===== src/rtl/warp_scheduler.sv =====
// warp_scheduler
// Owns both ports of the warp_table FIFO. Pops ready warps and offers them to
// fetch over a valid/ready handshake. Pushes returned (non-killed) warps and
// newly spawned warps back into the table, with returns taking priority.
// Tracks the number of active and in-flight warps.
//
// Ports:
//   clk, rst_n                  clock, asynchronous active-low reset
//   o_wt_read_en                pop request to warp_table
//   i_wt_read_data/valid        popped entry, valid the cycle after the pop
//   o_wt_write_en/data          push to warp_table
//   i_wt_fifo_empty/full        table flags
//   i_spawn_valid/data, o_spawn_ready          new warp admission
//   i_ret_valid/data/kill, o_ret_ready         warp returned by the pipeline
//   o_issue_valid/data, i_issue_ready          warp offered to fetch
//   o_active_warps, o_inflight_warps           registered warp counters
//   o_sched_idle                registered, high when no warp is active
// Entry format: [43:40] warp id, [39:32] active thread mask, [31:0] PC.
module warp_scheduler #(
    parameter int ENTRY_W   = 44,
    parameter int MAX_WARPS = 16,
    parameter int CNT_W     = 5
) (
    input  logic               clk,
    input  logic               rst_n,
    output logic               o_wt_read_en,
    input  logic [ENTRY_W-1:0] i_wt_read_data,
    input  logic               i_wt_read_valid,
    output logic               o_wt_write_en,
    output logic [ENTRY_W-1:0] o_wt_write_data,
    input  logic               i_wt_fifo_empty,
    input  logic               i_wt_fifo_full,
    input  logic               i_spawn_valid,
    input  logic [ENTRY_W-1:0] i_spawn_data,
    output logic               o_spawn_ready,
    input  logic               i_ret_valid,
    input  logic [ENTRY_W-1:0] i_ret_data,
    input  logic               i_ret_kill,
    output logic               o_ret_ready,
    output logic               o_issue_valid,
    output logic [ENTRY_W-1:0] o_issue_data,
    input  logic               i_issue_ready,
    output logic [CNT_W-1:0]   o_active_warps,
    output logic [CNT_W-1:0]   o_inflight_warps,
    output logic               o_sched_idle
);

    localparam logic [CNT_W-1:0] MAX_CNT = CNT_W'(MAX_WARPS);

    typedef enum logic [1:0] {
        ST_IDLE    = 2'd0,
        ST_RD_WAIT = 2'd1,
        ST_ISSUE   = 2'd2
    } state_t;

    state_t             r_state;
    state_t             w_state_next;
    logic [ENTRY_W-1:0] r_issue_data;
    logic [CNT_W-1:0]   r_active;
    logic [CNT_W-1:0]   r_inflight;
    logic               r_sched_idle;

    logic               w_ret_hs;
    logic               w_ret_wr;
    logic               w_spawn_hs;
    logic               w_issue_hs;
    logic               w_load_issue;
    logic [CNT_W-1:0]   w_active_next;
    logic [CNT_W-1:0]   w_inflight_next;
    logic               w_act_inc;
    logic               w_act_dec;
    logic               w_inf_inc;
    logic               w_inf_dec;

    // ---------------- write-port arbitration ----------------
    // Grants are qualified with rst_n so every output reads 0 while reset is
    // held, even though the grants are combinational from the inputs.
    always_comb begin
        w_ret_hs   = rst_n & i_ret_valid & (i_ret_kill | ~i_wt_fifo_full);
        w_ret_wr   = w_ret_hs & ~i_ret_kill;
        // A killed return does not need the write port, so a spawn can share
        // the cycle with it.
        w_spawn_hs = rst_n & i_spawn_valid & ~(i_ret_valid & ~i_ret_kill)
                     & ~i_wt_fifo_full & (r_active < MAX_CNT);
    end

    assign o_ret_ready     = w_ret_hs;
    assign o_spawn_ready   = w_spawn_hs;
    assign o_wt_write_en   = w_ret_wr | w_spawn_hs;
    assign o_wt_write_data = !rst_n   ? '0 :
                             w_ret_wr ? i_ret_data : i_spawn_data;

    // ---------------- read FSM ----------------
    always_ff @(posedge clk or negedge rst_n) begin
        if (!rst_n) begin
            r_state      <= ST_IDLE;
            r_issue_data <= '0;
        end else begin
            r_state <= w_state_next;
            if (w_load_issue) begin
                r_issue_data <= i_wt_read_data;
            end
        end
    end

    always_comb begin
        w_state_next = r_state;
        o_wt_read_en = 1'b0;
        w_load_issue = 1'b0;
        w_issue_hs   = 1'b0;
        case (r_state)
            ST_IDLE: begin
                if (!i_wt_fifo_empty && rst_n) begin
                    o_wt_read_en = 1'b1;
                    w_state_next = ST_RD_WAIT;
                end
            end
            ST_RD_WAIT: begin
                if (i_wt_read_valid) begin
                    w_load_issue = 1'b1;
                    w_state_next = ST_ISSUE;
                end
            end
            ST_ISSUE: begin
                if (i_issue_ready) begin
                    w_issue_hs   = 1'b1;
                    w_state_next = ST_IDLE;
                end
            end
            default: w_state_next = ST_IDLE;
        endcase
    end

    assign o_issue_valid = (r_state == ST_ISSUE);
    assign o_issue_data  = r_issue_data;

    // ---------------- counters ----------------
    // A return seen with nothing in flight is a protocol error; it is dropped
    // from the count so the counter cannot wrap below zero.
    always_comb begin
        w_inf_inc = w_issue_hs & (r_inflight != MAX_CNT);
        w_inf_dec = w_ret_hs & (r_inflight != '0);
        w_act_inc = w_spawn_hs;
        w_act_dec = w_ret_hs & i_ret_kill & (r_active != '0);

        w_inflight_next = r_inflight;
        if (w_inf_inc && !w_inf_dec) begin
            w_inflight_next = r_inflight + CNT_W'(1);
        end else if (w_inf_dec && !w_inf_inc) begin
            w_inflight_next = r_inflight - CNT_W'(1);
        end

        w_active_next = r_active;
        if (w_act_inc && !w_act_dec) begin
            w_active_next = r_active + CNT_W'(1);
        end else if (w_act_dec && !w_act_inc) begin
            w_active_next = r_active - CNT_W'(1);
        end
    end

    always_ff @(posedge clk or negedge rst_n) begin
        if (!rst_n) begin
            r_active     <= '0;
            r_inflight   <= '0;
            r_sched_idle <= 1'b0;
        end else begin
            r_active     <= w_active_next;
            r_inflight   <= w_inflight_next;
            r_sched_idle <= (w_active_next == '0);
        end
    end

    assign o_active_warps   = r_active;
    assign o_inflight_warps = r_inflight;
    assign o_sched_idle     = r_sched_idle;

endmodule


===== config.mk =====
export PLATFORM = sky130hd
export DESIGN_NAME = warp_scheduler
export DESIGN_NICKNAME = d
export VERILOG_FILES = /design/src/rtl/warp_scheduler.sv
export SDC_FILE = /design/constraint.sdc
export NUM_CORES = 1
export LEC_CHECK = 0
export CAP_MARGIN = 20
export CORE_UTILIZATION = 34
export CTS_CLUSTER_DIAMETER = 60
export DETAILED_ROUTE_END_ITERATION = 8
export PLACE_DENSITY_LB_ADDON = 0.05
export SLEW_MARGIN = 10
export SYNTH_ARGS = -nofsm -noshare
export SYNTH_HDL_FRONTEND = slang
export SYNTH_SLANG_ARGS = --single-unit

===== constraint.sdc =====
create_clock -name clk -period 2.7 [get_ports clk]
set_input_delay 0.675 -clock clk [delete_from_list [all_inputs] [get_ports clk]]
set_output_delay 0.675 -clock clk [all_outputs]
set_load 0.01 [all_outputs]

Yosys cells after proc, flatten, opt, wreduce, memory -nomap -nowiden. Cells that the tools add are included.

Output and inout port bits: 104. Logic and storage cells: 65. Input port bits: 141. Bits in registers: 57.

Order comparisons: 1. Bitwise logic cells: 17. Equality and inequality tests: 6. Reduce and logical (&&, ||, !) cells: 16. Add/sub/neg operators: 4. Multiplexer cells: 16.

Operators by type and width (count): $mux W44 (2); $mux W5 (4); $and A1 B1 Y1 (12); $add A5 B1 Y5 const B (2); $reduce_bool A5 Y1 (2); $sub A5 B1 Y5 const B (2); $mux W1 (6); $mux W2 (3); $pmux W2 S3 (1); $logic_and A1 B1 Y1 (5); $logic_not A1 Y1 (5); $logic_not A5 Y1 (1); $lt A5 B5 Y1 const B (1); $ne A5 B5 Y1 const B (1); $ne A2 B2 Y1 const B (2); $not A1 Y1 (3); $reduce_and A3 Y1 (1); $eq A2 B1 Y1 const B (1); $eq A2 B2 Y1 const B (1); $logic_not A2 Y1 (1); $ne A2 B1 Y1 const B (1); $or A1 B1 Y1 (2); $reduce_bool A2 Y1 (1).

Depth between registers and ports, before layout.
Depth in word-level cells: 11. Mapped depth: 12. Mapped depth without buffers: 12.

Least setup slack after synthesis. Ideal clock, no wire load.

Kind: input -> register. From: in rst_n. To: reg r_inflight[4] (netlist: o_inflight_warps[4]). Cell stages on the path: 11. Arrival: 2.325 ns. Setup slack: 0.248 ns. Library setup time: 0.127 ns. Path buffers: 0. Cell sequence: nand2_1 -> a21oi_1 -> nand2_1 -> ha_1 -> inv_1 -> ha_1 -> a21o_1 -> a21oi_1 -> xnor2_1 -> nor2_1 -> xor2_1.

Longest elaborated chain between the ends: 6. Elaborated cells between the ends (all ways): 8. Classes of those cells: mux: 1; bitwise: 3; reduce/logical: 4.

Ends and longest elaborated chain: start: declaration (line 25) `input logic rst_n,`; $and A1 B1 Y1 * (2 in series) (line 79) `w_ret_hs = rst_n & i_ret_valid & (i_ret_kill | ~i_wt_fifo_full);`; named net o_ret_ready (line 39) `output logic o_ret_ready,`; $and A1 B1 Y1 * (line 142) `w_inf_dec = w_ret_hs & (r_inflight != '0);`; $logic_not A1 Y1 (line 147) `if (w_inf_inc && !w_inf_dec) begin`; $logic_and A1 B1 Y1 (line 147); $mux W5 / $reduce_bool A2 Y1 (equally long branches); end signal: assignment (line 168) `r_inflight <= w_inflight_next;`; end: declaration (line 60) `logic [CNT_W-1:0] r_inflight;`.

The timed path passes the listed nets; every way through them passes the cells marked *. A chain may end at the register's enable or synchronous reset.

Final worst setup path.
From: in i_ret_valid. To: out o_wt_write_data[25].

Longest elaborated chain between the ends: 5.

Ends and longest elaborated chain: start: declaration (line 36) `input logic i_ret_valid,`; $and A1 B1 Y1 (2 in series) (line 79); $and A1 B1 Y1 (line 80) `w_ret_wr = w_ret_hs & ~i_ret_kill;`; $mux W44 (line 91) `w_ret_wr ? i_ret_data : i_spawn_data;`; $mux W44 (line 90) `assign o_wt_write_data = !rst_n ? '0 :`; end: declaration (line 30) `output logic [ENTRY_W-1:0] o_wt_write_data,`.

No other way between the ends.

==> qor.yml <==
yosysTopAreaCellShare: 0.436
setup-violations-final: 0
critPathBufInv: 4
async_flop_share: 1.00
min_period_ns: 2.61
outcome: "completed"
critPathRequiredTime_ns: 2.03
grt_max_degree: 58
crit_path_max_fanout: 21
first_pass_iters: 4
crit_start: "i_ret_valid"
dp_hpwl_um: 8850
htree_levels: 3
clkLatencyLatePin_ns: 0.33
hp-class: "register to register"
yosysMostFrequentCell: "nand2_1"
worstHoldStart: "o_issue_data[43]"
rows: 35
netlist_area_um2: 3270
antenna_found_initial: 0
globalRouteMet2Util: 0.423
drive_gt1_frac: 0.251
dp_cells: 709
p_per_area_nw_per_um2: 769
max_stage_delay_ns: 0.46
synth_top_area_cell: "dfrtp_1"
synth-edff-count: 0
via_per_inst: 4.75
fin_crit_sh: 0.967
clkTransAtPathRegs_ns: 0.06
grt.met3_usage: 0.0766
ctsHoldBuffers: 0
worst_pin_slew_ns: 0.702
grt_pass1_wl_um: 17700
wl_um: 11800
preCtsSetupSlack_ns: -0.546
arrival_ns: 1.94
start_kind: "primary input"
cp_top_family: "simple AND/OR/NAND/NOR gates"
cts_buffer_depth: 2
yosys_warnings: 0
vias: 3483
cts_tree: "done"
cts_num_sinks: 57
n_antenna_cell: 0
synth-seq-cells: 57
rsz0062_at_grt: "false"
skew_ns: 0.00621
die_w_um: 100
final_antenna_net_count: 0
ys_types: 44
syn_nets: 483
area.growth.synth_to_final_pct: 90.4
reg2reg_from: "o_inflight_warps[3]"
avgRoutedWirePerCell_um: 16.1
die_y_um: 100
grt_pass1_vias: 3553
critPathSlowestCell: "or3_4"
ys.flop_type: "dfrtp_1"
drc: 0
port_buffers: 244
core_um2: 9280
final_cell_count_no_fill: 734
crit_path_end_kind: "output pin"
synth.area.top_cells: "dfrtp_1 (44%), mux2_2 (16%), nand2_1 (11%)"
ys_seq_area_frac: 0.436
dieArea_um2: 10000
initial_core_util: 0.353
path_cells: "clkbuf_2 -> nand2_2 -> or3_4 -> buf_12 -> buf_16 -> nand2_1 -> a21boi_0 -> buf_2"
finalHoldViolations: 0
globalplace.congestion: 0.838
drv_cap: 0
hold-worst-slack_ns: 0.504
root_buffer: "clkbuf_8"
grt_overflow: 0
p_leak_nw: 2.74
grt_use_met1: 0.235
globalRouteTotalUtil: 0.231
syn-mean-instance-area_um2: 9.77
crit_type: "primary input to output pin"
slew_viol_final: 0
num-fill-cells: 760
synth_commonest_cells: "nand2_1 (95), dfrtp_1 (57), mux2_2 (46)"
postLayoutSetupSlackWorst_ns: 0.0883
finalNetCount: 748
drt_iter0_markers: 68
grt_most_used_layer: "met2"
numCtsBuffers: 9
relSlewSlack: 0.532
peakVddDrop_mv: 0.716
io-pin-count: 245
synthCells: 335
fmax_mhz: 383
==> final cells by class <==
cell class	instances	area (µm²)	share of cell area
Clock buffer	11	141	0.0227
Clock inverter	5	78.8	0.0126
Inverter	8	30.0	0.00482
Multi-Input combinational cell	249	1750	0.281
Sequential cell	57	1430	0.229
Tap cell	129	161	0.0259
Timing Repair Buffer	275	2650	0.424
==> cell usage in the layout, fill, tap and decap left out, types with 4 or more instances in the layout <==
cell / netlist / final
inv_1: 7 / 7
dfrtp_1: 57 / 57
nor2_1: 5 / 5
nand2_1: 95 / 94
clkbuf_8: 0 / 10
clkdlybuf4s50_1: 0 / 193
buf_2: 5 / 29
buf_12: 0 / 5
a21boi_0: 12 / 9
xnor2_1: 4 / 4
a21oi_1: 6 / 5
mux2_2: 46 / 46
ha_1: 6 / 6
o21ai_0: 5 / 5
a21boi_1: 32 / 33
buf_4: 0 / 24
clkdlybuf4s15_2: 0 / 11
clkdlybuf4s15_1: 0 / 4
==> kinds of logic (layout without fill, tap and decap cells) <==
group / count (synthesis) / in the layout / synth area share
AO/OA/AOI/OAI: 66 / 66 / 0.147
XOR/XNOR: 6 / 6 / 0.0161
adder cells (fa/ha/maj): 7 / 7 / 0.0291
buffers and inverters: 29 / 299 / 0.0375
AND/OR/NAND/NOR: 124 / 124 / 0.177
multiplexers: 46 / 46 / 0.158
flip-flops: 57 / 57 / 0.436
==> repair_timing <==
action / CTS / global route
cloned: 3 / 0
buffers inserted: 6 / 0
endpoints found under the setup margin: 50 / 45
hold endpoints to repair: 0 / 0
gates resized for setup: 179 / 7
pin swaps: 3 / 1
==> per-stage QoR <==
step	util	total power (W)	instance area, µm²	setup TNS [ns]
6_report	0.671	0.00479	6230	0
5_1_grt	0.671	0.00508	6230	0
4_1_cts	0.672	0.00484	6240	0
3_5_place_dp	0.645	0.00395	5990	-23.29
3_3_place_gp	0.645	0.00388	5990	-21.95
2_1_floorplan	-	0.00255	3270	0
==> worst paths after layout <==
kind / endpoint / slack, ns / cells past startpoint
min: o_issue_data[43] / 0.50 / 1
max in group asynchronous: o_issue_data[16] / 1.36 / 4
min reg2reg: o_issue_data[43] / 0.50 / 1
max reg2reg: o_inflight_warps[4] / 0.25 / 11
min in group asynchronous: o_inflight_warps[1] / 0.86 / 4
max: o_wt_write_data[25] / 0.09 / 8
==> per-layer routing <==
layer,routed length [µm],vias up
met3,1050,29
met5,0,-
met4,411,0
met2,5980,156
met1,4360,1621
li1,-,1677
==> worst reg2reg max path: stages, from the launching register on <==
cell and delay, ns:
dfrtp_1 0.42, nor4_1 0.42, nand2b_1 0.10, nand2_1 0.08, ha_1 0.16, inv_1 0.09, fa_1 0.39, a21o_1 0.18
a21oi_2 0.15, xnor2_1 0.13, nor2_1 0.07, xor2_1 0.13
==> state kept, by name (all words and copies together) (netlist names) <==
register	flops
o_issue_data	44
o_inflight_warps	5
o_sched_idle	1
o_active_warps	5
r_state	2
==> where the power goes <==
group	switching [W]	internal, W	total, W
clock network	0.000332	0.000543	0.000875
registers	0.000300	0.00127	0.00157
logic	0.000871	0.00147	0.00234
total	0.00150	0.00329	0.00479
(Power assumes the default switching activity.)
